$ cat src/rtl/spi_pkg.sv
// rtl/spi_pkg.sv - shared FSM state type, default frame width and round-robin pick
package spi_pkg;

  typedef enum logic [1:0] {
    ST_IDLE,
    ST_LAUNCH,
    ST_WAIT,
    ST_GAP
  } spi_state_t;

  localparam int DATA_W_DEF = 16;
  localparam int MAX_REQ    = 8;

  // First set bit searching upward from last+1, wrapping at n; -1 when nothing is set.
  function automatic int rr_pick(input logic [MAX_REQ-1:0] req, input int last, input int n);
    int c;
    rr_pick = -1;
    for (int k = MAX_REQ; k >= 1; k--) begin
      if (k <= n) begin
        c = (last + k) % n;
        if (req[c]) rr_pick = c;
      end
    end
  endfunction

endpackage

$ cat src/rtl/rr_arbiter.sv
// rtl/rr_arbiter.sv - combinational round-robin arbiter: request vector and last grant in,
// one-hot grant and grant index out
module rr_arbiter
  import spi_pkg::*;
#(
  parameter int NUM_REQ = 4,
  localparam int IDX_W  = $clog2(NUM_REQ)
) (
  input  logic [NUM_REQ-1:0] i_req,
  input  logic [IDX_W-1:0]   i_last,
  output logic [NUM_REQ-1:0] o_grant_oh,
  output logic [IDX_W-1:0]   o_grant_idx,
  output logic               o_valid
);

  logic [MAX_REQ-1:0] w_req_ext;
  int                 w_pick;

  always_comb begin
    w_req_ext                = '0;
    w_req_ext[NUM_REQ-1:0]   = i_req;
  end

  assign w_pick      = rr_pick(w_req_ext, int'(i_last), NUM_REQ);
  assign o_valid     = |i_req;
  assign o_grant_idx = IDX_W'(w_pick);

  always_comb begin
    o_grant_oh = '0;
    for (int i = 0; i < NUM_REQ; i++) begin
      o_grant_oh[i] = o_valid && (o_grant_idx == IDX_W'(i));
    end
  end

endmodule

$ cat src/rtl/spi_txn_arbiter.sv
// rtl/spi_txn_arbiter.sv - round-robin sequencer sharing one SPI engine between NUM_REQ clients
// Optional WAIT watchdog enabled by defining SPI_ARB_TIMEOUT_EN.
module spi_txn_arbiter
  import spi_pkg::*;
#(
  parameter int NUM_REQ        = 4,
  parameter int DATA_W         = DATA_W_DEF,
  parameter int GAP_CYCLES     = 2,
  parameter int TIMEOUT_CYCLES = 1024
) (
  input  logic                      clk,
  input  logic                      reset,
  input  logic [NUM_REQ-1:0]        req_valid,
  input  logic [NUM_REQ*DATA_W-1:0] req_data,
  output logic [NUM_REQ-1:0]        req_ack,
  output logic [NUM_REQ-1:0]        req_done,
  output logic                      eng_start,
  output logic [DATA_W-1:0]         eng_data,
  input  logic                      eng_done,
  output logic [NUM_REQ-1:0]        spi_cs_l,
  output logic                      busy,
  output logic                      timeout_err
);

  localparam int IDX_W = $clog2(NUM_REQ);
  localparam int GAP_W = (GAP_CYCLES > 1) ? $clog2(GAP_CYCLES) : 1;

  spi_state_t          r_state, w_state_nxt;
  logic [IDX_W-1:0]    r_grant, w_grant_nxt;
  logic [IDX_W-1:0]    r_last_grant, w_last_nxt;
  logic [DATA_W-1:0]   r_eng_data, w_data_nxt;
  logic [NUM_REQ-1:0]  r_ack, w_ack_nxt;
  logic [NUM_REQ-1:0]  r_done, w_done_nxt;
  logic [NUM_REQ-1:0]  r_cs_l, w_cs_nxt;
  logic                r_start, w_start_nxt;
  logic [GAP_W-1:0]    r_gap_cnt, w_gap_nxt;

  logic [NUM_REQ-1:0]  w_arb_oh;
  logic [IDX_W-1:0]    w_arb_idx;
  logic                w_arb_valid;
  logic [DATA_W-1:0]   w_sel_data;

`ifdef SPI_ARB_TIMEOUT_EN
  localparam int WD_W = (TIMEOUT_CYCLES > 1) ? $clog2(TIMEOUT_CYCLES) : 1;
  logic [WD_W-1:0]     r_wd_cnt, w_wd_nxt;
  logic                r_timeout, w_to_nxt;
`endif

  rr_arbiter #(.NUM_REQ(NUM_REQ)) u_rr (
    .i_req       (req_valid),
    .i_last      (r_last_grant),
    .o_grant_oh  (w_arb_oh),
    .o_grant_idx (w_arb_idx),
    .o_valid     (w_arb_valid)
  );

  always_comb begin
    w_sel_data = '0;
    for (int i = 0; i < NUM_REQ; i++) begin
      if (w_arb_idx == IDX_W'(i)) w_sel_data = req_data[i*DATA_W +: DATA_W];
    end
  end

  // All outputs are registered: each state's action becomes visible one cycle later.
  always_comb begin
    w_state_nxt = r_state;
    w_grant_nxt = r_grant;
    w_last_nxt  = r_last_grant;
    w_data_nxt  = r_eng_data;
    w_ack_nxt   = '0;
    w_done_nxt  = '0;
    w_start_nxt = 1'b0;
    w_cs_nxt    = r_cs_l;
    w_gap_nxt   = r_gap_cnt;
`ifdef SPI_ARB_TIMEOUT_EN
    w_wd_nxt    = r_wd_cnt;
    w_to_nxt    = 1'b0;
`endif
    case (r_state)
      ST_IDLE: begin
        if (w_arb_valid) begin
          w_grant_nxt = w_arb_idx;
          w_data_nxt  = w_sel_data;
          w_ack_nxt   = w_arb_oh;
          w_state_nxt = ST_LAUNCH;
        end
      end
      ST_LAUNCH: begin
        w_cs_nxt          = '1;
        w_cs_nxt[r_grant] = 1'b0;
        w_start_nxt       = 1'b1;
        w_state_nxt       = ST_WAIT;
`ifdef SPI_ARB_TIMEOUT_EN
        w_wd_nxt          = '0;
`endif
      end
      ST_WAIT: begin
        if (eng_done) begin
          w_done_nxt[r_grant] = 1'b1;
          w_cs_nxt            = '1;
          w_last_nxt          = r_grant;
          w_gap_nxt           = GAP_W'(GAP_CYCLES - 1);
          w_state_nxt         = ST_GAP;
        end
`ifdef SPI_ARB_TIMEOUT_EN
        else if (r_wd_cnt == WD_W'(TIMEOUT_CYCLES - 1)) begin
          w_done_nxt[r_grant] = 1'b1;
          w_to_nxt            = 1'b1;
          w_cs_nxt            = '1;
          w_last_nxt          = r_grant;
          w_gap_nxt           = GAP_W'(GAP_CYCLES - 1);
          w_state_nxt         = ST_GAP;
        end else begin
          w_wd_nxt = r_wd_cnt + 1'b1;
        end
`endif
      end
      ST_GAP: begin
        if (r_gap_cnt == '0) w_state_nxt = ST_IDLE;
        else                 w_gap_nxt   = r_gap_cnt - 1'b1;
      end
      default: w_state_nxt = ST_IDLE;
    endcase
  end

  always_ff @(posedge clk or posedge reset) begin
    if (reset) begin
      r_state      <= ST_IDLE;
      r_grant      <= '0;
      r_last_grant <= IDX_W'(NUM_REQ - 1);
      r_eng_data   <= '0;
      r_ack        <= '0;
      r_done       <= '0;
      r_cs_l       <= '1;
      r_start      <= 1'b0;
      r_gap_cnt    <= '0;
    end else begin
      r_state      <= w_state_nxt;
      r_grant      <= w_grant_nxt;
      r_last_grant <= w_last_nxt;
      r_eng_data   <= w_data_nxt;
      r_ack        <= w_ack_nxt;
      r_done       <= w_done_nxt;
      r_cs_l       <= w_cs_nxt;
      r_start      <= w_start_nxt;
      r_gap_cnt    <= w_gap_nxt;
    end
  end

`ifdef SPI_ARB_TIMEOUT_EN
  always_ff @(posedge clk or posedge reset) begin
    if (reset) begin
      r_wd_cnt  <= '0;
      r_timeout <= 1'b0;
    end else begin
      r_wd_cnt  <= w_wd_nxt;
      r_timeout <= w_to_nxt;
    end
  end
  assign timeout_err = r_timeout;
`else
  assign timeout_err = 1'b0;
`endif

  assign req_ack   = r_ack;
  assign req_done  = r_done;
  assign eng_start = r_start;
  assign eng_data  = r_eng_data;
  assign spi_cs_l  = r_cs_l;
  assign busy      = (r_state != ST_IDLE);

endmodule
$ cat config.mk
export PLATFORM = sky130hd
export DESIGN_NAME = spi_txn_arbiter
export DESIGN_NICKNAME = d
export VERILOG_FILES = /design/src/rtl/spi_pkg.sv /design/src/rtl/rr_arbiter.sv /design/src/rtl/spi_txn_arbiter.sv
export SDC_FILE = /design/constraint.sdc
export NUM_CORES = 1
export LEC_CHECK = 0
export ABC_AREA = 1
export CORE_ASPECT_RATIO = 1.2
export CORE_MARGIN = 8
export CORE_UTILIZATION = 30
export CTS_BUF_LIST = sky130_fd_sc_hd__clkbuf_16
export DETAILED_ROUTE_END_ITERATION = 16
export SETUP_SLACK_MARGIN = 0.05
export SKIP_CTS_REPAIR_TIMING = 1
export SLEW_MARGIN = 20
export SYNTH_ARGS = -nofsm -noshare
export SYNTH_HDL_FRONTEND = slang
export SYNTH_SLANG_ARGS = --single-unit
export TNS_END_PERCENT = 5
$ cat constraint.sdc
create_clock -name clk -period 2.3 [get_ports clk]
set_input_delay 0.23 -clock clk [delete_from_list [all_inputs] [get_ports clk]]
set_output_delay 0.23 -clock clk [all_outputs]
set_load 0.05 [all_outputs]
==> run summary, run 1 <==
outcome: complete, no violations
IO Count: 102
gpl congestion: 0.811
post-synth top area share: 0.322
die width: 96.5 um
Fin. Hold Viols: 0
Final Skew: 0.00563 ns
# rows: 35
CTS Root Cell: clkbuf_16
worst path arrival time: 1.89 ns
GRT Residual Overflow: 0
reg2reg setup slack: 0.25 ns
Worst Hold Slack: 0.363 ns
Final ANT Viol Nets: 0
Critical Path Source Type: register
antenna violations before repair: 0
max-slew violations: 0
I/O Buffers: 100
max_cap viols: 0
relative slew slack: 0.630
routed vias/inst: 4.54
Final HPWL DP: 5770 um
path depth of the worst reg2reg path: 12
Tmin final: 2.12 ns
via count: 2,370
Remaining DRCs: 0
Worst-path clk slew: 0.06 ns
clk_lat worst skew: 0.28 ns
top-count cell post-synth: nand2_1
Initial Util: 0.306
Post-Syn Nets: 402
Synth Register Bits: 36
HP Class: in2async
post-synth top area cell: dfrtp_1
CP endpoint kind: primary output
CTS tree: built
power density cells: 1650 mW/mm2
fraction of layout cells with a size suffix above 1: 0.130
Num CTS Buffers: 5
syn_area_per_cell: 7.13 um2
sequential element share of the synthesized area: 0.389
Peak VDD IR: 0.824 mV
diode count: 0
area of the core: 0.00762 mm2
routed wire length: 7470 um
Synth Cell Area: 0.00233 mm2
first-pass GRT wire length: 11,900 um
# H-tree levels: 2
vias in the first global route: 2,436
RSZ-0062 raised after global routing: false
Die ar.: 0.0109 mm2
maximum number of pins on one net before global-route repair: 37
Total GRT Usage: 0.139
Yosys cell types: 31
number of synthesized flops with an enable pin: 0
clock tree buffer depth: 2
Synth top cells by count: nand2_1 (80), nor2_1 (44), inv_1 (40)
FFs w/ async S/R, synth: 1.00
FMAX: 472 MHz
wire length per cell: 14.3 um
Area Overhead vs Synth: 54.9%
CTS Sinks: 36
Syn Inst Count: 327
final setup TNS: 0 ns
final number of setup-violating endpoints: 0
# nets final: 504
Yosys warnings: 0
critical path class: reg2out
top cells by area, synth: dfrtp_1 (32%), nand2_1 (13%), nor2_1 (7.1%)
Critical Path Fanout Max: 3
Final period util: 0.921
Worst EP required: 2.07 ns
Leak: 1.74 nW
Pre-antenna DRT Iters: 4
ys flop type: dfrtp_1
First DRT Iteration DRCs: 88
Die Ht: 113 um
worst slew pin tran: 0.554 ns
==> per-layer routing <==
layer	share of wire	global-route usage	wire length, um
met5	0	0	0
met4	0.016	0.0445	122
met2	0.50	0.236	3770
met1	0.42	0.164	3130
met3	0.059	0.0340	442
==> cells by family (layout without fill, tap and decap cells) <==
logic type | after synthesis | after routing | synth area share
AND/OR/NAND/NOR | 189 | 190 | 0.375
buffers and inverters | 60 | 162 | 0.120
AO/OA/AOI/OAI | 37 | 37 | 0.0928
flip-flops | 36 | 36 | 0.389
adder cells (fa/ha/maj) | 4 | 4 | 0.0215
other | 1 | 1 | 0.00161
==> critical path: stages, from the launching register on <==
cell and delay (ns):
dfrtp_1 0.39, inv_1 0.09, ha_1 0.23, inv_1 0.10
clkdlybuf4s50_1 0.81
==> through the flow <==
| stage | worst slack, ns | cells | cell area [um2] | util | total power [mW] |
|---|---|---|---|---|---|
| finish | 0.181 | 522 | 3610 | 0.474 | 5.98 |
| global route | 0.0616 | 522 | 3610 | 0.474 | 6.49 |
| CTS | 0.157 | 521 | 3600 | 0.473 | 5.98 |
| floorplan | 0.449 | 327 | 2330 | - | 4.09 |
| detailed placement | 0.182 | 513 | 3430 | 0.451 | 5.18 |
| global placement | 0.185 | 513 | 3430 | 0.451 | 5.13 |
==> power breakdown <==
| group | internal [mW] | total [mW] | leakage, nW | switching, mW |
|---|---|---|---|---|
| sequential | 0.942 | 1.14 | 0.442 | 0.194 |
| clock | 0.509 | 0.780 | 0.0798 | 0.270 |
| combinational | 1.41 | 4.06 | 1.22 | 2.65 |
==> final timing paths <==
path                                             startpoint                          end
worst max register to register  r_last_grant[0]$_DFFE_PP1P_     eng_data[12]$_DFFE_PP0P_
worst min register to register      eng_data[3]$_DFFE_PP0P_      eng_data[3]$_DFFE_PP0P_
worst max-delay path                 r_state[0]$_DFFE_PP0P_                         busy
min in group clk                    eng_data[3]$_DFFE_PP0P_      eng_data[3]$_DFFE_PP0P_
max in group asynchronous                             reset  r_last_grant[0]$_DFFE_PP1P_
worst min-delay path                                  reset         req_ack[0]$_DFF_PP0_
==> flip-flops by register name, summed over array words and instances (netlist names) <==
signal	flops
r_grant	2
eng_start	1
r_state	2
req_done	4
req_ack	4
eng_data	16
r_last_grant	2
spi_cs_l	4
r_gap_cnt	1
==> layout by cell type (no fill, tap or decap), types with 2 or more instances in the layout <==
cell type        count
a21oi_2              4
nor2_4               2
dfstp_2              6
ha_1                 4
nand2_1             80
dfrtp_1             30
buf_4                7
nor3_1              10
nand3_2              2
nand3_1             22
inv_2                4
clkdlybuf4s50_1    100
nand2_2             12
a21oi_1              5
or2_2                4
buf_12               2
o21ai_0              8
inv_1               40
a22oi_1              6
nand4_1              9
nor2_1              44
clkbuf_16            5
o21ai_1             13
==> cell type report <==
type,count,area [um2]
clock buffer,5,125
timing repair buffer,109,1090
clock inverter,3,42.5
tap,92,115
multi-input combinational,232,1160
inverter,45,171
sequential,36,908
fill,777,4010
No activity file was read; power rests on OpenSTA's default activity.
==> inputs of run 2 (changes only) <==
--- a/config.mk
+++ b/config.mk
@@ -5,7 +5,7 @@
 export SDC_FILE = /design/constraint.sdc
 export NUM_CORES = 1
 export LEC_CHECK = 0
-export ABC_AREA = 1
+export CAP_MARGIN = 5
 export CORE_ASPECT_RATIO = 1.2
 export CORE_MARGIN = 8
 export CORE_UTILIZATION = 30
==> run summary, run 2 <==
outcome: complete, no violations
most frequent cells in the layout: clkdlybuf4s50_1 (99), dfrtp_1 (30), mux2i_1 (25)
commonest non-fill, non-tap cell in the layout: clkdlybuf4s50_1
FF/Latch Area: 908 um2
Critical Path Fanout Max: 13
Num CTS Buffers: 5
max_cap viols: 0
setup slack after layout: 0.455 ns
ys flop type: dfrtp_1
die width: 89.5 um
area of the core: 0.00637 mm2
Yosys cell types: 38
Area Overhead vs Synth: 68.9%
Final Skew: 0.00187 ns
fraction of layout cells with a size suffix above 1: 0.120
Tmin final: 1.84 ns
Worst-path clk slew: 0.06 ns
clk_lat worst skew: 0.28 ns
Final Core Density: 0.516
Critical Path Source Type: input pin
Final ANT Viol Nets: 0
switching power: 2.03 mW
Final HPWL DP: 4820 um
sequential element share of the synthesized area: 0.467
first-pass GRT wire length: 9960 um
post-synth top area cell: dfrtp_1
maximum number of pins on one net before global-route repair: 37
FFs w/ async S/R, synth: 1.00
Non-Filler Instances: 384
footprint of the multi-input gates: 946 um2
number of synthesized flops with an enable pin: 0
Fin. Hold Viols: 0
antenna violations before repair: 0
Sw Ratio: 0.448
gpl congestion: 0.716
CTS Sinks: 36
Pre-antenna DRT Iters: 4
placed cell area: 0.00312 mm2
worst slew pin tran: 0.548 ns
CTS tree: built
Die Ht: 104 um
Peak VDD IR: 0.544 mV
via count: 1,821
CP endpoint kind: register
Synth top cells by count: dfrtp_1 (30), mux2i_1 (25), nor2_1 (19)
# rows: 32
FMAX: 542 MHz
HP Class: in2async
max-slew violations: 0
part of the power in the clock network: 0.168
filler instances: 599
final number of setup-violating endpoints: 0
Initial Util: 0.306
Die ar.: 0.00933 mm2
Synth Cell Area: 0.00195 mm2
top-count cell post-synth: dfrtp_1
top cells by area, synth: dfrtp_1 (39%), mux2i_1 (13%), dfstp_2 (8.1%)
clock tree buffer depth: 2
# nets final: 373
Cells after DPL: 376
Leak: 1.43 nW
Yosys warnings: 0
relative slew slack: 0.633
Finished Cell Area: 0.00329 mm2
vias in the first global route: 1,998
Post-Syn Nets: 260
Final period util: 0.802
routed vias/inst: 4.74
Remaining DRCs: 0
post-synth top area share: 0.386
wire length per cell: 15.7 um
diode count: 0
CTS Root Cell: clkbuf_16
power density cells: 1380 mW/mm2
critical path class: in2reg
syn_area_per_cell: 10.5 um2
First DRT Iteration DRCs: 40
Pint: 2.50 mW
RSZ-0062 raised after global routing: false
Setup WS pre-CTS: 0.150 ns
max reg flops: 16
GRT Residual Overflow: 0
Comb pwr share: 0.587
routed wire length: 6030 um
IO Count: 102
I/O Buffers: 100
Synth Register Bits: 36
Syn Inst Count: 185
final setup TNS: 0 ns
Reg power frac: 0.244
Total GRT Usage: 0.138
# H-tree levels: 2
worst path arrival time: 1.99 ns
Worst EP required: 2.45 ns
## run 2: changes by cell type in the layout (fill, tap and decap cells not counted), moves of 9 or more
| cell | change |
|---|---|
| inv_1 | -33 |
| mux2i_1 | +25 |
| nand2_1 | -64 |
| nand2_2 | -12 |
| nand3_1 | -21 |
| nand4_1 | -9 |
| nor2_1 | -25 |
| o21ai_1 | -12 |
| o221ai_1 | +10 |
## run 2: power groups by stage
stage	combinational [mW]	sequential [mW]	clock, mW
after floorplan	1.08	1.80	0
after global placement	2.68	1.11	0
after detailed placement	2.70	1.12	0
after CTS	2.71	1.11	0.781
after global routing	2.88	1.15	0.804
final	2.67	1.11	0.762
## run 2: cells by family (layout without fill, tap and decap cells)
family          Yosys count  after routing  share of synthesized area
compound gates           41             41                      0.170
fa+ha+maj                 4              4                     0.0257
mux                      26             26                      0.134
simple gates             60             60                      0.152
buf+inv                  17            131                     0.0495
other cells               1              1                    0.00193
flops                    36             36                      0.467
## run 2: per-layer routing
metal  vias up  part of all wire  global-route usage  wire, um
met3         9             0.079              0.0466       475
met2        63              0.50               0.237      3040
met1       849              0.40               0.151      2420
met5         -                 0                   0         0
met4         0             0.016              0.0453        95
li1        900                 -                   -         -
## run 2: worst paths after layout
| path | start | endpoint | slack, ns | depth (start not counted) |
|---|---|---|---|---|
| worst min register to register | eng_data[6]$_DFFE_PP0P_ | eng_data[6]$_DFFE_PP0P_ | 0.49 | 2 |
| worst max register to register | r_last_grant[0]$_DFFE_PP1P_ | eng_data[14]$_DFFE_PP0P_ | 0.46 | 6 |
| worst min-delay path | reset | eng_data[9]$_DFFE_PP0P_ | 0.36 | 3 |
| worst max-delay path | req_valid[1] | eng_data[9]$_DFFE_PP0P_ | 0.46 | 7 |
| max in group asynchronous | reset | r_last_grant[1]$_DFFE_PP1P_ | 1.60 | 3 |
| min in group clk | eng_data[6]$_DFFE_PP0P_ | eng_data[6]$_DFFE_PP0P_ | 0.49 | 2 |
## run 2: critical path, cell delays in order
cell and delay (ns):
clkdlybuf4s50_1 0.50, nor2b_1 0.31, a2111oi_4 0.11, nor2_4 0.21, buf_4 0.27, mux2i_1 0.22, o221ai_1 0.13
## run 2: cell type report
class,count,share of cell area
repair buffers,115,0.343
clock buffers,5,0.0381
clock inverters,3,0.0129
inverters,8,0.00914
multi-input cells,132,0.288
flip-flops and latches,36,0.276
well taps,85,0.0324
## run 2: metrics by stage
step / hold slack [ns] / power, mW
2_1_floorplan: 0.393 / 2.87
3_3_place_gp: 0.471 / 3.79
3_5_place_dp: 0.473 / 3.82
4_1_cts: 0.377 / 4.60
5_1_grt: 0.419 / 4.84
6_report: 0.359 / 4.54
==> inputs of run 3 (changes only) <==
==> constraint.sdc (replaced) <==
create_clock -name clk -period 1.8 [get_ports clk]
set_input_delay 0.18 -clock clk [delete_from_list [all_inputs] [get_ports clk]]
set_output_delay 0.18 -clock clk [all_outputs]
set_load 0.05 [all_outputs]
==> run summary, run 3 (synthesis gave the netlist of run 2 again) <==
FMAX: 580 MHz
Fin. Hold Viols: 0
# H-tree levels: 2
Final HPWL DP: 4810 um
Total GRT Usage: 0.135
power density cells: 1780 mW/mm2
footprint of the multi-input gates: 997 um2
crit-path leading delay family: flip-flops
Leak: 1.49 nW
most frequent cells in the layout: clkdlybuf4s50_1 (91), dfrtp_1 (30), mux2i_1 (25)
relative slew slack: 0.643
First DRT Iteration DRCs: 83
critical path class: reg2reg
commonest non-fill, non-tap cell in the layout: clkdlybuf4s50_1
# nets final: 376
Final ANT Viol Nets: 0
Remaining DRCs: 0
FF/Latch Area: 908 um2
area of the core: 0.00637 mm2
maximum number of pins on one net before global-route repair: 37
max-slew violations: 0
Critical Path Source Type: register
Num CTS Buffers: 5
Area Overhead vs Synth: 74.3%
buffers and inverters on the worst path: 1
Die Ht: 104 um
Peak VDD IR: 0.802 mV
routed vias/inst: 4.73
final number of setup-violating endpoints: 0
clk_lat worst skew: 0.28 ns
CP cell instances: nor4b_4 > nor2_4 > buf_12 > a31o_1 > a211oi_1
# rows: 32
Final period util: 0.958
vias in the first global route: 2,052
Tmin final: 1.72 ns
Die ar.: 0.00933 mm2
Crit-path slowest cell: dfstp_2
wire length per cell: 15.7 um
max_cap viols: 0
final setup TNS: 0 ns
fraction of layout cells with a size suffix above 1: 0.182
CTS tree: built
routed wire length: 6060 um
via count: 1,831
GRT Residual Overflow: 0
worst path arrival time: 1.91 ns
IO Count: 102
filler instances: 583
CTS Sinks: 36
max reg flops: 16
Pre-antenna DRT Iters: 4
Final Skew: 0.00354 ns
die width: 89.5 um
first-pass GRT wire length: 9960 um
outcome: complete, no violations
CP endpoint kind: register
Critical Path Fanout Max: 17
Initial Util: 0.306
Worst Hold Slack: 0.313 ns
CTS Root Cell: clkbuf_16
clock tree buffer depth: 2
RSZ-0062 raised after global routing: true
HP Class: in2async
antenna violations before repair: 0
gpl congestion: 0.751
diode count: 0
I/O Buffers: 100
max incr delay on CP: 0.61 ns
Worst EP required: 1.98 ns
Worst-path clk slew: 0.06 ns
worst slew pin tran: 0.533 ns
run 3: changes by cell type in the layout (fill, tap and decap cells not counted), moves of 2 or more:
cell | before | now
buf_12 | 1 | 4
buf_4 | 14 | 20
clkdlybuf4s50_1 | 99 | 91
dlymetal6s2s_1 | 1 | 3
inv_1 | 7 | 4
inv_2 | 1 | 3
run 3: through the flow:
| step | std cells | cell area, um2 | total power, mW | util | setup slack (ns) |
|---|---|---|---|---|---|
| 6_report | 387 | 3390 | 6.02 | 0.533 | 0.0758 |
| 3_5_place_dp | 379 | 3200 | 5.06 | 0.503 | -0.273 |
| 5_1_grt | 387 | 3390 | 6.40 | 0.533 | -0.0472 |
| 4_1_cts | 387 | 3370 | 6.07 | 0.529 | -0.0828 |
| 3_3_place_gp | 379 | 3200 | 5.02 | 0.503 | -0.220 |
| 2_1_floorplan | 185 | 2000 | 3.78 | - | 0.0810 |
run 3: path summary, 6_finish.rpt:
| check | from | to | slack, ns | cells past startpoint |
|---|---|---|---|---|
| max | r_last_grant[1]$_DFFE_PP1P_ | eng_data[2]$_DFFE_PP0P_ | 0.08 | 5 |
| min | reset | req_done[3]$_DFF_PP0_ | 0.31 | 3 |
| max reg2reg | r_last_grant[1]$_DFFE_PP1P_ | eng_data[2]$_DFFE_PP0P_ | 0.08 | 5 |
| min reg2reg | eng_data[5]$_DFFE_PP0P_ | eng_data[5]$_DFFE_PP0P_ | 0.48 | 2 |
| max in group asynchronous | reset | r_last_grant[0]$_DFFE_PP1P_ | 1.14 | 3 |
| min in group clk | eng_data[5]$_DFFE_PP0P_ | eng_data[5]$_DFFE_PP0P_ | 0.48 | 2 |
run 3: metal layers:
layer / track usage / routed length [um]
met4: 0.0322 / 51
met3: 0.0474 / 481
met1: 0.152 / 2420
met2: 0.233 / 3100
met5: 0 / 0
run 3: area by class of cell:
type,count,share of cell area
well taps,85,0.0314
clock inverters,3,0.0125
inverters,8,0.00996
flip-flops and latches,36,0.268
multi-input cells,132,0.294
clock buffers,5,0.0369
repair buffers,118,0.347
run 3: report_power, final:
group	total [mW]	switching, mW	internal (mW)
Clock	0.987	0.337	0.650
Combinational	3.61	2.13	1.48
Sequential	1.42	0.224	1.20
run 3: worst register-to-register path, cell delays in order, from the launching register on:
cell and delay (ns):
dfstp_2 0.61, nor4b_4 0.33, nor2_4 0.11, buf_12 0.17
a31o_1 0.20, a211oi_1 0.21
